$ cat config.mk
export PLATFORM = sky130hd
export DESIGN_NAME = fetch_decode_reg_flat
export DESIGN_NICKNAME = d
export VERILOG_FILES = /design/src/rtl/fetch_decode_reg_pkg.sv /design/src/rtl/fetch_decode_reg_if.sv /design/src/rtl/fetch_decode_reg_perf_event_counter.sv /design/src/rtl/fetch_decode_reg.sv /design/src/flat_wrapper.sv
export SDC_FILE = /design/constraint.sdc
export NUM_CORES = 1
export LEC_CHECK = 0
export ABC_AREA = 1
export BUFFER_PORTS_ARGS = -buffer_cell sky130_fd_sc_hd__clkbuf_2
export CORE_ASPECT_RATIO = 1.75
export CORE_MARGIN = 1.5
export CORE_UTILIZATION = 41
export CTS_CLUSTER_SIZE = 16
export DETAILED_ROUTE_END_ITERATION = 7
export GPL_TIMING_DRIVEN = 0
export PLACE_DENSITY = 0.83
export SYNTH_ARGS = -nofsm -noshare
export SYNTH_HDL_FRONTEND = slang
export SYNTH_SLANG_ARGS = --single-unit
export TNS_END_PERCENT = 100
$ cat constraint.sdc
create_clock -name clk -period 1.9 [get_ports clk]
set_input_delay 0.19 -clock clk [delete_from_list [all_inputs] [get_ports clk]]
set_output_delay 0.19 -clock clk [all_outputs]
set_load 0.01 [all_outputs]
$ cat src/rtl/fetch_decode_reg_pkg.sv
// +----------------------------------------------------------------------+
// | fetch_decode_reg_pkg : constants shared by the fetch stage and IF/ID |
// | Rev 1.0                                                              |
// +----------------------------------------------------------------------+
`default_nettype none

package fetch_decode_reg_pkg;

  localparam logic [4:0]  EXC_ADEL_CODE = 5'd4;
  localparam logic [31:0] NOP_INSTR     = 32'h0000_0000;
  localparam logic [31:0] TEXT_BASE     = 32'h0000_3000;

  // A delay-slot instruction reports its branch's address, which is 4 bytes earlier.
  function automatic logic [31:0] epc_of(input logic [31:0] pc, input logic bd);
    return bd ? (pc - 32'd4) : pc;
  endfunction

endpackage

`default_nettype wire

$ cat src/rtl/fetch_decode_reg_if.sv
// +----------------------------------------------------------------------+
// | fetch_decode_reg_if : fetch-side inputs and decode-side outputs      |
// | Rev 1.0                                                              |
// +----------------------------------------------------------------------+
`default_nettype none

interface fetch_decode_reg_if;
  logic        stall;
  logic        flush;
  logic [31:0] if_pc;
  logic [31:0] if_instr;
  logic        if_exception;
  logic        id_is_jump;

  logic        id_valid;
  logic [31:0] id_pc;
  logic [31:0] id_instr;
  logic        id_exc;
  logic [4:0]  id_exc_code;
  logic        id_bd;
  logic [31:0] id_epc;

  modport master (
    output stall, flush, if_pc, if_instr, if_exception, id_is_jump,
    input  id_valid, id_pc, id_instr, id_exc, id_exc_code, id_bd, id_epc
  );

  modport slave (
    input  stall, flush, if_pc, if_instr, if_exception, id_is_jump,
    output id_valid, id_pc, id_instr, id_exc, id_exc_code, id_bd, id_epc
  );
endinterface

`default_nettype wire

$ cat src/rtl/fetch_decode_reg_perf_event_counter.sv
// +----------------------------------------------------------------------+
// | perf_event_counter : free-running enable counter, wraps at 2^WIDTH   |
// | Rev 1.0                                                              |
// +----------------------------------------------------------------------+
`default_nettype none

module perf_event_counter #(
  parameter int WIDTH = 32
) (
  input  wire logic             clk,
  input  wire logic             reset,
  input  wire logic             en,
  output logic      [WIDTH-1:0] count
);

  always_ff @(posedge clk or posedge reset) begin
    if (reset) begin
      count <= '0;
    end else if (en) begin
      count <= count + 1'b1;
    end
  end

endmodule

`default_nettype wire

$ cat src/rtl/fetch_decode_reg.sv
// +----------------------------------------------------------------------+
// | fetch_decode_reg : IF/ID pipeline register with stall, flush and     |
// | delay-slot tracking; IFID_PERF_EN enables stall/flush counters.      |
// | Rev 1.0                                                              |
// +----------------------------------------------------------------------+
`default_nettype none

module fetch_decode_reg
  import fetch_decode_reg_pkg::*;
#(
  parameter logic [31:0] RESET_PC = 32'h0000_0000,
  parameter logic [4:0]  EXC_ADEL = fetch_decode_reg_pkg::EXC_ADEL_CODE
) (
  input  wire logic        clk,
  input  wire logic        reset,
  fetch_decode_reg_if.slave bus,
  output logic      [31:0] stall_cycles,
  output logic      [31:0] flush_count
);

  logic        valid;
  logic [31:0] pc;
  logic [31:0] instr;
  logic        exc;
  logic [4:0]  exc_code;
  logic        bd;
  logic        bd_pending;

  logic incoming_valid;
  logic exc_next;
  logic jump_now;

  // Fetch signals a hang by presenting PC 0; that cycle becomes a bubble.
  assign incoming_valid = (bus.if_pc != 32'd0);
  assign exc_next       = incoming_valid & bus.if_exception;
  assign jump_now       = valid & bus.id_is_jump;

  always_ff @(posedge clk or posedge reset) begin
    if (reset) begin
      valid      <= 1'b0;
      pc         <= RESET_PC;
      instr      <= NOP_INSTR;
      exc        <= 1'b0;
      exc_code   <= 5'd0;
      bd         <= 1'b0;
      bd_pending <= 1'b0;
    end else if (bus.flush) begin
      valid      <= 1'b0;
      pc         <= RESET_PC;
      instr      <= NOP_INSTR;
      exc        <= 1'b0;
      exc_code   <= 5'd0;
      bd         <= 1'b0;
      bd_pending <= 1'b0;
    end else if (!bus.stall) begin
      valid    <= incoming_valid;
      pc       <= bus.if_pc;
      instr    <= (incoming_valid && !bus.if_exception) ? bus.if_instr : NOP_INSTR;
      exc      <= exc_next;
      exc_code <= exc_next ? EXC_ADEL : 5'd0;
      // A bubble cannot take the delay slot, so it stays owed to the next real instruction.
      if (incoming_valid) begin
        bd         <= jump_now | bd_pending;
        bd_pending <= 1'b0;
      end else begin
        bd         <= 1'b0;
        bd_pending <= jump_now | bd_pending;
      end
    end
  end

  assign bus.id_valid    = valid;
  assign bus.id_pc       = pc;
  assign bus.id_instr    = instr;
  assign bus.id_exc      = exc;
  assign bus.id_exc_code = exc_code;
  assign bus.id_bd       = bd;
  assign bus.id_epc      = epc_of(pc, bd);

`ifdef IFID_PERF_EN
  perf_event_counter #(.WIDTH(32)) u_stall_counter (
    .clk   (clk),
    .reset (reset),
    .en    (bus.stall & ~bus.flush),
    .count (stall_cycles)
  );

  perf_event_counter #(.WIDTH(32)) u_flush_counter (
    .clk   (clk),
    .reset (reset),
    .en    (bus.flush),
    .count (flush_count)
  );
`else
  assign stall_cycles = 32'd0;
  assign flush_count  = 32'd0;
`endif

endmodule

`default_nettype wire
$ cat src/flat_wrapper.sv
// flat-port wrapper written by rule: the top's interface ports become plain ports
module fetch_decode_reg_flat import fetch_decode_reg_pkg::*;
#(
  parameter logic [31:0] RESET_PC = 32'h0000_0000,
  parameter logic [4:0]  EXC_ADEL = fetch_decode_reg_pkg::EXC_ADEL_CODE
)
  (clk, reset, stall_cycles, flush_count, bus_stall, bus_flush, bus_if_pc, bus_if_instr, bus_if_exception, bus_id_is_jump, bus_id_valid, bus_id_pc, bus_id_instr, bus_id_exc, bus_id_exc_code, bus_id_bd, bus_id_epc);
  fetch_decode_reg_if bus_i ();
  input  wire logic clk;
  input  wire logic reset;
  output logic      [31:0] stall_cycles;
  output logic      [31:0] flush_count;
  input wire logic [$bits(bus_i.stall)-1:0] bus_stall;
  input wire logic [$bits(bus_i.flush)-1:0] bus_flush;
  input wire logic [$bits(bus_i.if_pc)-1:0] bus_if_pc;
  input wire logic [$bits(bus_i.if_instr)-1:0] bus_if_instr;
  input wire logic [$bits(bus_i.if_exception)-1:0] bus_if_exception;
  input wire logic [$bits(bus_i.id_is_jump)-1:0] bus_id_is_jump;
  output wire logic [$bits(bus_i.id_valid)-1:0] bus_id_valid;
  output wire logic [$bits(bus_i.id_pc)-1:0] bus_id_pc;
  output wire logic [$bits(bus_i.id_instr)-1:0] bus_id_instr;
  output wire logic [$bits(bus_i.id_exc)-1:0] bus_id_exc;
  output wire logic [$bits(bus_i.id_exc_code)-1:0] bus_id_exc_code;
  output wire logic [$bits(bus_i.id_bd)-1:0] bus_id_bd;
  output wire logic [$bits(bus_i.id_epc)-1:0] bus_id_epc;
  assign bus_i.stall = bus_stall;
  assign bus_i.flush = bus_flush;
  assign bus_i.if_pc = bus_if_pc;
  assign bus_i.if_instr = bus_if_instr;
  assign bus_i.if_exception = bus_if_exception;
  assign bus_i.id_is_jump = bus_id_is_jump;
  assign bus_id_valid = bus_i.id_valid;
  assign bus_id_pc = bus_i.id_pc;
  assign bus_id_instr = bus_i.id_instr;
  assign bus_id_exc = bus_i.id_exc;
  assign bus_id_exc_code = bus_i.id_exc_code;
  assign bus_id_bd = bus_i.id_bd;
  assign bus_id_epc = bus_i.id_epc;
  fetch_decode_reg #(.RESET_PC(RESET_PC), .EXC_ADEL(EXC_ADEL)) u_core (.clk(clk), .reset(reset), .bus(bus_i), .stall_cycles(stall_cycles), .flush_count(flush_count));
endmodule
==> impl_metrics.json, run 1 <==
{
  "ios": 238,
  "startpoint": "u_core.bus.id_pc[2]$_DFFE_PP0P_",
  "drv_slew": 0,
  "critPathRequiredTime_ns": 1.71,
  "synth-compound-area-share": 0.04413,
  "grt_pass1_vias": 4549,
  "setup_tns_ns": -1.704,
  "rows": 50,
  "wl_um": 14390,
  "floorplan.die_area_um2": 11440,
  "hold_slack_ns": -0.001376,
  "synth_xor_xnor_area_share": 0.04158,
  "grt_pass1_wl_um": 22060,
  "antenna_cells": 0,
  "cp_cell_sequence": "inv_2, ha_4, nand2_4, inv_4, nand4_4, nor2_4, buf_6, xor2_1, inv_1, clkbuf_2",
  "yosys-mux-area-fraction": 0,
  "worst_pin_slew_ns": 0.8537,
  "netlist_instances": 624,
  "synthArstFlopShare": 1.000,
  "synth_cell_types": 25,
  "h-tree-depth": 3,
  "antenna_found_initial": 0,
  "insertion_delay_ns": 0.33,
  "fmax_mhz": 477.7,
  "synth-edff-count": 0,
  "pwr_density_cell_nw_per_um2": 690.7,
  "violations": "negative hold slack, negative setup slack",
  "synth-seq-cells": 68,
  "cts_hold_buffers": 0,
  "grt_overflow": 0,
  "gp_congestion": 0.9363,
  "syn_area_per_cell_um2": 7.088,
  "drive_gt1_frac": 0.3800,
  "relSlewSlack": 0.4296,
  "maxCapViolCount": 0,
  "crit_path_start_kind": "register",
  "r2r_cells": 3,
  "drt_pass1_iterations": 4,
  "power_leakage_nw": 3.797,
  "m1WireLength_um": 4785,
  "yosysTopAreaCell": "dfrtp_1",
  "vias": 4741,
  "crit_slowest_cell": "dfrtp_2",
  "drtAntennaViolNets": 0,
  "route.detailed.drc": 0,
  "hp-class": "input pin to async pin",
  "crit-reg2reg-launch": "u_core.bus.id_pc[17]$_DFFE_PP0P_",
  "cpPeakStageDelay_ns": 0.42,
  "area_growth_pct": 42.04,
  "viasPerCell": 4.639,
  "initial_core_util": 0.4183,
  "dp.cells": 990,
  "dr_wl_met3_um": 933,
  "portBuffers": 168,
  "crit_path_end_kind": "output port",
  "core_area_um2": 10570,
  "highest_layer": "met4",
  "die_w_um": 81.52,
  "fin_crit_sh": 1.102,
  "cts_tree": "built",
  "peakVddDrop_v": 0.0004490,
  "cp.arrival_ns": 1.90,
  "fin_nets": 958,
  "grt_max_degree": 38,
  "instances_no_fill": 1022,
  "synth_top_family_by_area": "simple AND/OR/NAND/NOR gates",
  "synth_common_cells": "148 x nand2_1, 90 x nor2_1, 84 x inv_1",
  "setup_viol": 21,
  "finalWorstPathRequiredPeriod_ns": 2.093,
  "rsz0062_at_grt": "yes",
  "fin_ws_ns": -0.1932,
  "clk_pin_slew_ns": 0.06,
  "synth_most_common_cell": "nand2_1",
  "yosysWarnings": 0,
  "syn-cell-area_um2": 4423,
  "finalHoldViolations": 2,
  "ys_seq_area_frac": 0.3847,
  "dp_hpwl_um": 10860,
  "synth_top_cell_area_share": 0.3847,
  "dieHeight_um": 140.4,
  "synth_ff_type": "dfrtp_1",
  "cts-root-buf": "clkbuf_16",
  "cts.sinks": 68,
  "cp_max_fo": 4,
  "yosys-top-cells-area": "dfrtp_1 38%, nand2_1 13%, buf_4 12%, nor2_1 7.6%, inv_1 7.1%",
  "numCtsBuffers": 9,
  "status": "complete, but fails checks",
  "path_class": "register to output port",
  "drt_iter0_markers": 186,
  "clk_path_buf_depth": 2,
  "track_usage": 0.2574,
  "synth-simple-area-share": 0.3103,
  "wl_per_cell_um": 14.08,
  "finClkSkew_ns": 0.001313,
  "met2_wirelength_um": 7803,
  "synth-adder-area-share": 0.002829
}
flip-flops by register name, indices dropped and copies added, names as in the netlist:
name                    count
u_core.bus.id_pc           32
u_core.bus.id_bd            1
u_core.bd_pending           1
u_core.bus.id_valid         1
u_core.bus.id_instr        32
u_core.bus.id_exc_code      1
worst max-delay path: cells and delay by family, from the launching register on:
family	cells	cell delay [ns]
buffers and inverters	5	0.48
AND/OR/NAND/NOR	3	0.36
adder cells (fa/ha/maj)	1	0.14
flip-flops	1	0.42
XOR/XNOR	1	0.15
through the flow:
stage	power, mW	utilization	setup WS, ns	hold WS, ns	cell area [µm²]
after floorplan	2.159	-	0.2903	0.3110	4678
after global placement	2.463	0.5374	-0.007824	0.4161	5682
after detailed placement	2.481	0.5393	-0.03256	0.3951	5702
after CTS	4.333	0.5897	-0.1678	0.03183	6235
after global routing	4.523	0.5942	-0.2461	0.07380	6282
final	4.339	0.5942	-0.1932	-0.001376	6282
cell usage in the layout, fill, tap and decap left out, drive strengths merged, types with 4 or more instances in the layout:
cell and n:
buf 97, clkbuf 189, clkinv 4, conb 68, dfrtp 68, inv 87
nand2 154, nand3 44, nand4 15, nor2 101, o21ai 34, xor2 21
worst paths after layout:
path / slack, ns / end
max: -0.19 / bus_id_epc[18]
min: -0.001 / u_core.bus.id_instr[23]$_DFFE_PP0P_
max reg2reg: 0.96 / u_core.bus.id_pc[17]$_DFFE_PP0P_
min reg2reg: 0.48 / u_core.bus.id_instr[2]$_DFFE_PP0P_
max in group asynchronous: 1.24 / u_core.bus.id_pc[20]$_DFFE_PP0P_
min in group clk: 0.09 / u_core.bus.id_pc[22]$_DFFE_PP0P_
kinds of logic after synthesis:
| logic type | count (synthesis) |
|---|---|
| AND/OR/NAND/NOR | 316 |
| adder cells (fa/ha/maj) | 1 |
| buffers and inverters | 180 |
| AO/OA/AOI/OAI | 37 |
| other | 1 |
| XOR/XNOR | 21 |
| flip-flops | 68 |
metal layers:
layer  track usage  vias to the layer above
li1              -                     2299
met1        0.2503                     2138
met4        0.1597                        0
met2        0.4806                      246
met5             0                        -
met3       0.03974                       58
power by group:
group	internal (mW)	switching, mW
Sequential	1.52	0.0783
Combinational	0.372	0.568
Clock	1.14	0.659
what timing repair did:
action                     CTS  global route
pin swaps                   10             2
setup endpoints to repair   21            23
gates resized for setup     36            10
setup buffers               13             3
area by class of cell:
cell class | count | area, µm²
clock buffers | 9 | 225.2
flip-flops and latches | 68 | 1710
plain buffers | 92 | 623.1
well taps | 130 | 162.7
inverters | 88 | 336.6
clock inverters | 7 | 91.34
fillers | 978 | 4290
repair buffers | 185 | 992.2
multi-input cells | 443 | 2141
No activity file was read; power rests on OpenSTA's default activity.
==> inputs of run 2 (changes only) <==
- CORE_MARGIN: 1.5 -> not set
- CTS_BUF_LIST: not set -> sky130_fd_sc_hd__clkbuf_16
==> run 2 against run 1 <==
Net effect: the run still ends with negative hold slack, negative setup slack left; clock-buffer cell count unchanged; power up 4.0%; register-to-register slack worse by 0.11 ns; clock power up 7%; critical path depth down 2; via count up 1.3%; core utilization up 2.6 points; largest power group unchanged.
==> impl_metrics.json, run 2 (same netlist as run 1, synthesis figures left out) <==
{
  "cp_max_fo": 4,
  "maxCapViolCount": 0,
  "worst_pin_slew_ns": 0.8314,
  "finClkSkew_ns": 0.004235,
  "insertion_delay_ns": 0.33,
  "power_leakage_nw": 3.858,
  "finalWorstPathRequiredPeriod_ns": 2.079,
  "wl_um": 14640,
  "clk_path_buf_depth": 2,
  "fmax_mhz": 481.1,
  "grt_pass1_wl_um": 21880,
  "wl_per_cell_um": 14.34,
  "track_usage": 0.2585,
  "fin_nets": 960,
  "vias": 4805,
  "die_w_um": 80.52,
  "rsz0062_at_grt": "yes",
  "route.detailed.drc": 0,
  "finalHoldViolations": 4,
  "hp-class": "input pin to async pin",
  "pwr_density_cell_nw_per_um2": 702.2,
  "antenna_cells": 0,
  "drt_iter0_markers": 224,
  "drtAntennaViolNets": 0,
  "floorplan.die_area_um2": 11220,
  "cts-root-buf": "clkbuf_16",
  "cts_hold_buffers": 0,
  "drive_gt1_frac": 0.3960,
  "cp.arrival_ns": 1.89,
  "h-tree-depth": 3,
  "numCtsBuffers": 9,
  "gp_congestion": 0.9109,
  "pre_cts_ws_ns": -0.05921,
  "dp_hpwl_um": 10810,
  "portBuffers": 168,
  "fin_crit_sh": 1.094,
  "layout_commonest_cell": "clkbuf_2",
  "cts_tree": "built",
  "fin_ws_ns": -0.1786,
  "rows": 49,
  "final_util": 0.6200,
  "critPathRequiredTime_ns": 1.71,
  "viasPerCell": 4.706,
  "grt_use_met2": 0.4764,
  "grt_max_degree": 36,
  "layout_common_cells": "155 x clkbuf_2, 143 x nand2_1, 85 x buf_4",
  "peakVddDrop_v": 0.0004453,
  "setup_tns_ns": -1.604,
  "ios": 238,
  "cts.sinks": 68,
  "crit_path_end_kind": "output port",
  "crit-reg2reg-launch": "u_core.bus.id_pc[3]$_DFFE_PP0P_",
  "startpoint": "u_core.bus.id_pc[12]$_DFFE_PP0P_",
  "area_growth_pct": 45.23,
  "path_class": "register to output port",
  "dieHeight_um": 139.4,
  "grt.met3_usage": 0.04197,
  "grt_pass1_vias": 4550,
  "violations": "negative hold slack, negative setup slack",
  "antenna_found_initial": 0,
  "clk_pin_slew_ns": 0.06,
  "use_met1": 0.2551,
  "drt_pass1_iterations": 5,
  "drv_slew": 0,
  "busiest_layer": "met2",
  "crit_path_start_kind": "register",
  "hold_slack_ns": -0.001728,
  "grt_overflow": 0,
  "status": "complete, but fails checks",
  "relSlewSlack": 0.4446,
  "setup_viol": 20,
  "initial_core_util": 0.4269,
  "core_area_um2": 10360
}
==> run 2: worst max-delay path, cell delays in order (launching register included) <==
cell and delay [ns]:
dfrtp_1 0.45, inv_1 0.14, nand2_1 0.09, nor2_2 0.16, nand2_1 0.09, nor2_2 0.17
nand2_1 0.12, xor2_2 0.18, clkbuf_2 0.16
==> run 2: layer usage <==
layer | vias to the layer above | part of all wire
li1 | 2286 | -
met4 | 0 | 0.056
met5 | - | 0
met3 | 64 | 0.074
met1 | 2167 | 0.33
met2 | 288 | 0.54
==> run 2: metrics by stage <==
| step | total power, mW | instances | instance area, µm² |
|---|---|---|---|
| after floorplan | 2.159 | 691 | 4678 |
| after global placement | 2.460 | 986 | 5678 |
| after detailed placement | 2.478 | 987 | 5698 |
| after CTS | 4.455 | 1014 | 6248 |
| after global routing | 4.679 | 1021 | 6424 |
| final | 4.511 | 1021 | 6424 |
==> run 2: path summary, 6_finish.rpt <==
check                                                       to  slack [ns]  cells past startpoint
hold / removal             u_core.bus.id_instr[25]$_DFFE_PP0P_      -0.002                      2
max in group asynchronous         u_core.bus.id_bd$_DFFE_PP0P_        1.25                      3
setup / recovery                                bus_id_epc[21]       -0.18                      8
hold reg to reg            u_core.bus.id_instr[12]$_DFFE_PP0P_        0.48                      2
setup reg to reg               u_core.bus.id_pc[3]$_DFFE_PP0P_        0.85                      5
min in group clk              u_core.bus.id_pc[22]$_DFFE_PP0P_        0.08                      3
==> run 2: what timing repair did <==
item                                    CTS  global route
buffers inserted                         11             8
pin swaps                                 6             7
resized for setup                        32            51
endpoints found under the setup margin   22            24
==> run 2: layout make-up <==
class	count	area, µm²
fillers	922	3938
multi-input cells	443	2233
flip-flops and latches	68	1714
repair buffers	187	1017
plain buffers	92	623.1
inverters	88	336.6
clock buffers	9	225.2
well taps	127	158.9
clock inverters	7	115.1
==> run 2: power by group <==
group          switching [mW]  total (mW)  leakage (nW)  internal, mW
logic                   0.584       0.972          2.79         0.388
registers              0.0857        1.60         0.901          1.52
clock network           0.655        1.93         0.167          1.28
